===== src/rtl/ring_buffer_fetch_ctrl.sv =====
// Read-side sequencer for the packet ring buffer: walks one DMA descriptor through
// the 2-cycle BRAM port with wrap at WRAP_SLOT and feeds a credit-protected output FIFO.
module ring_buffer_fetch_ctrl #(
    parameter int PDU_DEPTH      = 512,
    parameter int PDU_AWIDTH     = $clog2(PDU_DEPTH),
    parameter int WRAP_SLOT      = 448,
    parameter int APP_IDX_WIDTH  = 9,
    parameter int OUT_FIFO_DEPTH = 4
) (
    input  logic                     clk,
    input  logic                     rst_n,
    input  logic                     dma_start,
    input  logic [PDU_AWIDTH-1:0]    dma_size,
    input  logic [PDU_AWIDTH-1:0]    dma_base_addr,
    input  logic [APP_IDX_WIDTH-1:0] dma_queue,
    output logic                     dma_done,
    output logic                     rd_en,
    output logic [PDU_AWIDTH-1:0]    rd_addr,
    input  logic                     rd_valid,
    input  logic [511:0]             rd_data,
    output logic                     out_valid,
    input  logic                     out_ready,
    output logic [511:0]             out_data,
    output logic                     out_sop,
    output logic                     out_eop,
    output logic [APP_IDX_WIDTH-1:0] out_queue,
    output logic                     busy,
    output logic                     start_err
);

    localparam int FIFO_AW = $clog2(OUT_FIFO_DEPTH);
    localparam int CNT_W   = FIFO_AW + 1;

    // Output handshake: a flit moves on a cycle where out_valid && out_ready; while
    // out_valid is high and out_ready low, out_data/sop/eop/queue do not change.

    typedef enum logic [1:0] {IDLE, FETCH, DRAIN} state_t;

    state_t                   state_q, state_d;
    logic [PDU_AWIDTH-1:0]    cur_addr_q, cur_addr_d;
    logic [PDU_AWIDTH-1:0]    rem_rd_q, rem_rd_d;
    logic [PDU_AWIDTH-1:0]    rem_out_q, rem_out_d;
    logic [PDU_AWIDTH-1:0]    size_q, size_d;
    logic [APP_IDX_WIDTH-1:0] queue_q, queue_d;
    logic [1:0]               inflight_q, inflight_d;
    logic [CNT_W-1:0]         fifo_cnt_q, fifo_cnt_d;
    logic [FIFO_AW-1:0]       wr_ptr_q, wr_ptr_d;
    logic [FIFO_AW-1:0]       rd_ptr_q, rd_ptr_d;
    logic                     dma_done_q, dma_done_d;
    logic                     start_err_q, start_err_d;
    logic [511:0]             fifo_mem [OUT_FIFO_DEPTH];

    logic                  issue;
    logic                  push;
    logic                  pop;
    logic [CNT_W:0]        credit_used;
    logic [PDU_AWIDTH:0]   next_addr;

    // Reads in flight plus queued flits may never exceed the FIFO, so a read can
    // always land even if downstream stalls for ever.
    assign credit_used = {1'b0, fifo_cnt_q} + {{(CNT_W-1){1'b0}}, inflight_q};
    assign issue       = (state_q == FETCH) && (rem_rd_q != '0)
                         && (credit_used < (CNT_W+1)'(OUT_FIFO_DEPTH));
    // Returns with nothing outstanding are stale reads from before a reset.
    assign push        = rd_valid && (inflight_q != 2'd0);
    assign out_valid   = (fifo_cnt_q != '0);
    assign pop         = out_valid && out_ready;
    assign next_addr   = {1'b0, cur_addr_q} + (PDU_AWIDTH+1)'(1);

    assign rd_en     = issue;
    assign rd_addr   = cur_addr_q;
    assign busy      = (state_q != IDLE);
    assign dma_done  = dma_done_q;
    assign start_err = start_err_q;
    assign out_queue = queue_q;
    assign out_data  = out_valid ? fifo_mem[rd_ptr_q] : '0;
    assign out_sop   = out_valid && (rem_out_q == size_q);
    assign out_eop   = out_valid && (rem_out_q == PDU_AWIDTH'(1));

    always_comb begin
        state_d     = state_q;
        cur_addr_d  = cur_addr_q;
        rem_rd_d    = rem_rd_q;
        rem_out_d   = rem_out_q;
        size_d      = size_q;
        queue_d     = queue_q;
        dma_done_d  = 1'b0;
        start_err_d = start_err_q;

        if (pop) begin
            rem_out_d = rem_out_q - PDU_AWIDTH'(1);
        end

        case (state_q)
            IDLE: begin
                if (dma_start) begin
                    if (dma_size != '0) begin
                        state_d    = FETCH;
                        cur_addr_d = dma_base_addr;
                        rem_rd_d   = dma_size;
                        rem_out_d  = dma_size;
                        size_d     = dma_size;
                        queue_d    = dma_queue;
                    end else begin
                        dma_done_d = 1'b1;
                    end
                end
            end
            FETCH: begin
                if (issue) begin
                    if (next_addr >= (PDU_AWIDTH+1)'(WRAP_SLOT)) begin
                        cur_addr_d = '0;
                    end else begin
                        cur_addr_d = next_addr[PDU_AWIDTH-1:0];
                    end
                    rem_rd_d = rem_rd_q - PDU_AWIDTH'(1);
                    if (rem_rd_q == PDU_AWIDTH'(1)) begin
                        state_d = DRAIN;
                    end
                end
            end
            DRAIN: begin
                if (rem_out_q == '0) begin
                    dma_done_d = 1'b1;
                    state_d    = IDLE;
                end
            end
            default: state_d = IDLE;
        endcase

        if (dma_start && (state_q != IDLE)) begin
            start_err_d = 1'b1;
        end
    end

    always_comb begin
        inflight_d = inflight_q;
        fifo_cnt_d = fifo_cnt_q;
        wr_ptr_d   = wr_ptr_q;
        rd_ptr_d   = rd_ptr_q;

        case ({issue, push})
            2'b10:   inflight_d = inflight_q + 2'd1;
            2'b01:   inflight_d = inflight_q - 2'd1;
            default: inflight_d = inflight_q;
        endcase

        case ({push, pop})
            2'b10:   fifo_cnt_d = fifo_cnt_q + CNT_W'(1);
            2'b01:   fifo_cnt_d = fifo_cnt_q - CNT_W'(1);
            default: fifo_cnt_d = fifo_cnt_q;
        endcase

        if (push) begin
            wr_ptr_d = wr_ptr_q + FIFO_AW'(1);
        end
        if (pop) begin
            rd_ptr_d = rd_ptr_q + FIFO_AW'(1);
        end
    end

    always_ff @(posedge clk) begin
        if (!rst_n) begin
            state_q     <= IDLE;
            cur_addr_q  <= '0;
            rem_rd_q    <= '0;
            rem_out_q   <= '0;
            size_q      <= '0;
            queue_q     <= '0;
            inflight_q  <= '0;
            fifo_cnt_q  <= '0;
            wr_ptr_q    <= '0;
            rd_ptr_q    <= '0;
            dma_done_q  <= 1'b0;
            start_err_q <= 1'b0;
        end else begin
            state_q     <= state_d;
            cur_addr_q  <= cur_addr_d;
            rem_rd_q    <= rem_rd_d;
            rem_out_q   <= rem_out_d;
            size_q      <= size_d;
            queue_q     <= queue_d;
            inflight_q  <= inflight_d;
            fifo_cnt_q  <= fifo_cnt_d;
            wr_ptr_q    <= wr_ptr_d;
            rd_ptr_q    <= rd_ptr_d;
            dma_done_q  <= dma_done_d;
            start_err_q <= start_err_d;
        end
    end

    always_ff @(posedge clk) begin
        if (push) begin
            fifo_mem[wr_ptr_q] <= rd_data;
        end
    end

    always_ff @(posedge clk) begin
        if (rst_n) begin
            assert (!(push && (fifo_cnt_q == CNT_W'(OUT_FIFO_DEPTH))));
        end
    end

endmodule


===== config.mk =====
export PLATFORM = sky130hd
export DESIGN_NAME = ring_buffer_fetch_ctrl
export DESIGN_NICKNAME = d
export VERILOG_FILES = /design/src/rtl/ring_buffer_fetch_ctrl.sv
export SDC_FILE = /design/constraint.sdc
export NUM_CORES = 2
export LEC_CHECK = 0
export ABC_AREA = 1
export CAP_MARGIN = 20
export CORE_AREA = 2 2 426 428
export DETAILED_ROUTE_END_ITERATION = 8
export DIE_AREA = 0 0 428 430
export PLACE_DENSITY = 0.68
export SYNTH_ARGS = -nofsm -noshare
export SYNTH_HDL_FRONTEND = slang
export SYNTH_SLANG_ARGS = --single-unit
export TNS_END_PERCENT = 10

===== constraint.sdc =====
create_clock -name clk -period 29.3 [get_ports clk]
set_input_delay 4.395 -clock clk [delete_from_list [all_inputs] [get_ports clk]]
set_output_delay 4.395 -clock clk [all_outputs]
set_load 0.03 [all_outputs]

==> summary.md <==
| Metric | Value |
|---|---|
| Buffers & Inverters on Critical Path | `5` |
| Initial Utilization | `0.456` |
| Hold_buf cts | `0` |
| Req. time, crit path | `24,900 ps` |
| DRT Wirelength | `229,000 µm` |
| Layout cell share with drive strength beyond 1 | `0.0512` |
| Area growth, synth to finish | `23.9%` |
| Initial antenna violation count | `93` |
| Slew headroom | `0.183` |
| Tcrit/Tclk final | `0.366` |
| Clk buf depth | `3` |
| Synth Cell Area | `82,100 µm²` |
| Die width | `428 µm` |
| Finished Core Util | `0.566` |
| Critical Path End Type | `primary output` |
| Grt ovf | `0` |
| Crit path DAT | `6320 ps` |
| Cts repair resizes | `0` |
| Gr usage total | `0.239` |
| Post-DRT Antenna Nets | `0` |
| Vias | `54,900` |
| Multi-input gate area | `17,300 µm²` |
| Max Transition Viols Final | `0` |
| Clk_lat worst skew | `870 ps` |
| Critical-path top delay cell | `buf_4` |
| Synth Instances | `6,563` |
| Tmin final | `10,720 ps` |
| CORE AREA | `180,000 µm²` |
| # clock sinks | `2,108` |
| Via-per-instance ratio | `5.42` |
| First DRT Iteration DRCs | `4,888` |
| Worst Tran Pin Value | `1230 ps` |
| Max Cap Viol | `0` |
| Seq/Total Area, Yosys | `0.764` |
| Drt drc | `0` |
| Critical path class | `reg -> out` |
| IO Port Bufs | `1,080` |
| Synth cell types | `35` |
| CP max FO | `180` |
| Synth async-reset ratio | `0` |
| Status | `completed` |
| Worst-path cell chain | `inv_8, buf_4, buf_4, buf_4, o21ai_0, a21oi_1, clkdlybuf4s50_1` |
| Setup TNS | `0 ps` |
| Synth warn | `0` |
| Final layout net count | `8,069` |
| Sequential Area | `62,700 µm²` |
| CTS tree | `built` |
| Worst Clk Skew | `45.7 ps` |
| Number of synthesized flops with an enable pin | `2,048` |
| Vias in the first global route | `51,500` |
| Final Hold Fails | `0` |
| Most used cell, CP | `buf_4` |
| Gpl congestion | `0.889` |
| Max Freq | `93.3 MHz` |
| Crit start category | `register` |
| LEAKAGE | `33.8 nW` |
| CTS buffer count | `210` |
| Chip Height | `430 µm` |
| DP Wirelength | `137,000 µm` |
| CP max stage delay | `860 ps` |
| Peak supply drop | `0.0860 mV` |
| TritonRoute pass-1 iters | `6` |
| #FFs+latches synth | `2,108` |
| CP top delay family | `buffers and inverters` |
| CTS root buf | `clkbuf_16` |
| Post-DR wirelength/cell | `22.6 µm` |
| Net Count, Synth | `7,122` |
| Power Dens Cells | `94.1 nW/µm²` |
| Setup Fix Bufs, Post-CTS | `0` |
| Die ar. | `184,000 µm²` |
| Pin count of the biggest net entering global routing | `256` |
| RSZ-0062 raised after global routing | `false` |
| Fillcell total | `14,200` |
| Top_reg_cell synth | `edfxtp_1` |
| Htree depth | `4` |
| Avg Inst Size Synth | `12.5 µm²` |
| Clk slew on worst S/H paths | `60 ps` |
| # rows | `156` |
| IO Count | `1,081` |
| Setup violations, final | `0` |
| First-pass GRT wire length | `332,000 µm` |
| HP Class | `reg -> reg` |
## worst paths after layout
path	startpoint	endpoint	slack (ps)	depth (start not counted)
worst max-delay path	register	out_data[46]	18580	7
worst min-delay path	rd_ptr_q[1]$_SDFFE_PN0P_	register	460	2
worst max register to register	wr_ptr_q[0]$_SDFFE_PN0P_	fifo_mem[3][210]$_DFFE_PP_	24280	7
worst min register to register	rd_ptr_q[1]$_SDFFE_PN0P_	register	460	2
## state kept, by name (all words and copies together), names as in the netlist, named ones only
| signal | count |
|---|---|
| rem_out_q | 9 |
| state_q | 2 |
| out_queue | 9 |
| size_q | 9 |
| rd_addr | 9 |
| inflight_q | 2 |
| fifo_cnt_q | 3 |
| rd_ptr_q | 2 |
| start_err | 1 |
| wr_ptr_q | 2 |
| dma_done | 1 |
| rem_rd_q | 9 |
| fifo_mem | 2048 |
## power by group
part	leakage, nW	internal (mW)	total [mW]	switching (mW)
logic	11.5	1.00	3.25	2.25
registers	19.0	3.59	3.67	0.0787
clock network	3.32	1.51	2.65	1.14
total	33.8	6.11	9.57	3.46
## layer usage
layer / vias up / track usage / routed length (µm)
li1: 25200 / - / -
met2: 2144 / 0.378 / 108000
met5: - / 0 / 361
met4: 56 / 0.147 / 13900
met1: 26900 / 0.292 / 87500
met3: 536 / 0.0681 / 18500
## cells by family (layout without fill, tap and decap cells)
| logic type | Yosys count | after routing | share of synthesized area |
|---|---|---|---|
| and+or+nand+nor | 2332 | 2332 | 0.108 |
| DFF | 2108 | 2108 | 0.764 |
| AOI/OAI and AO/OA | 1621 | 1621 | 0.0991 |
| buffers and inverters | 479 | 1607 | 0.0253 |
| adders and majority gates | 15 | 15 | 0.00238 |
| xor gates and xnor gates | 8 | 8 | 0.000854 |
| other | 0 | 64 | 0 |
## synthesized netlist by cell type, types with 2 or more instances
master	n	area, µm²
nor2_2	2	12.5
o21ai_1	33	165
o22ai_1	2	12.5
buf_2	94	470
xor2_1	6	52.6
and3_1	2	12.5
a21oi_1	544	2720
nor3_1	4	20.0
nand3_1	23	115
clkinv_1	2	7.51
nand2_4	2	22.5
nand2_1	123	462
nor2_1	2163	8120
o21ai_0	1037	5190
ha_1	14	175
a21oi_2	3	26.3
xnor2_1	2	17.5
inv_2	8	30.0
buf_1	46	173
dfxtp_1	60	1200
inv_1	59	221
edfxtp_1	2048	61500
buf_4	41	308
clkbuf_1	227	852
nand2_2	2	12.5
nand4_1	7	43.8
## worst register-to-register path, cell delays in order (launching register included)
cell and delay [ps]:
dfxtp_1 360, ha_1 230, inv_1 90, nor2_4 770
buf_4 740, buf_4 740, buf_4 760, buf_4 880
## layout make-up
type,count,share of cell area
clock buffer,263,0.0540
timing repair buffer,1145,0.113
inverter,69,0.00277
antenna,64,0.00157
tap,2370,0.0292
clock inverter,130,0.0130
multi-input combinational,3976,0.170
sequential,2108,0.617
## placed cells by master, fill, tap and decap left out, types with 42 or more instances in the layout
cell	n
nand2_1	123
buf_4	52
diode_2	64
clkdlybuf4s50_1	1080
clkbuf_1	50
o21ai_0	1037
clkinv_1	43
nor2_1	2159
clkinv_2	42
dfxtp_1	58
clkbuf_16	211
edfxtp_1	2048
a21oi_1	544
inv_1	59
## metrics by stage
step                area (µm²)  setup WS [ps]  cells  hold slack (ps)  total power [mW]
finish                  102000          18580  10100              461              9.57
CTS                     102000          18550  10100              470              9.62
global placement         94700          19610   9667              441              6.94
detailed placement       94700          19540   9667              461              6.97
floorplan                82100           2080   6563              436              5.84
global route            102000          18190  10100              487              9.95
Note: power is estimated with default switching activity, not from simulation.
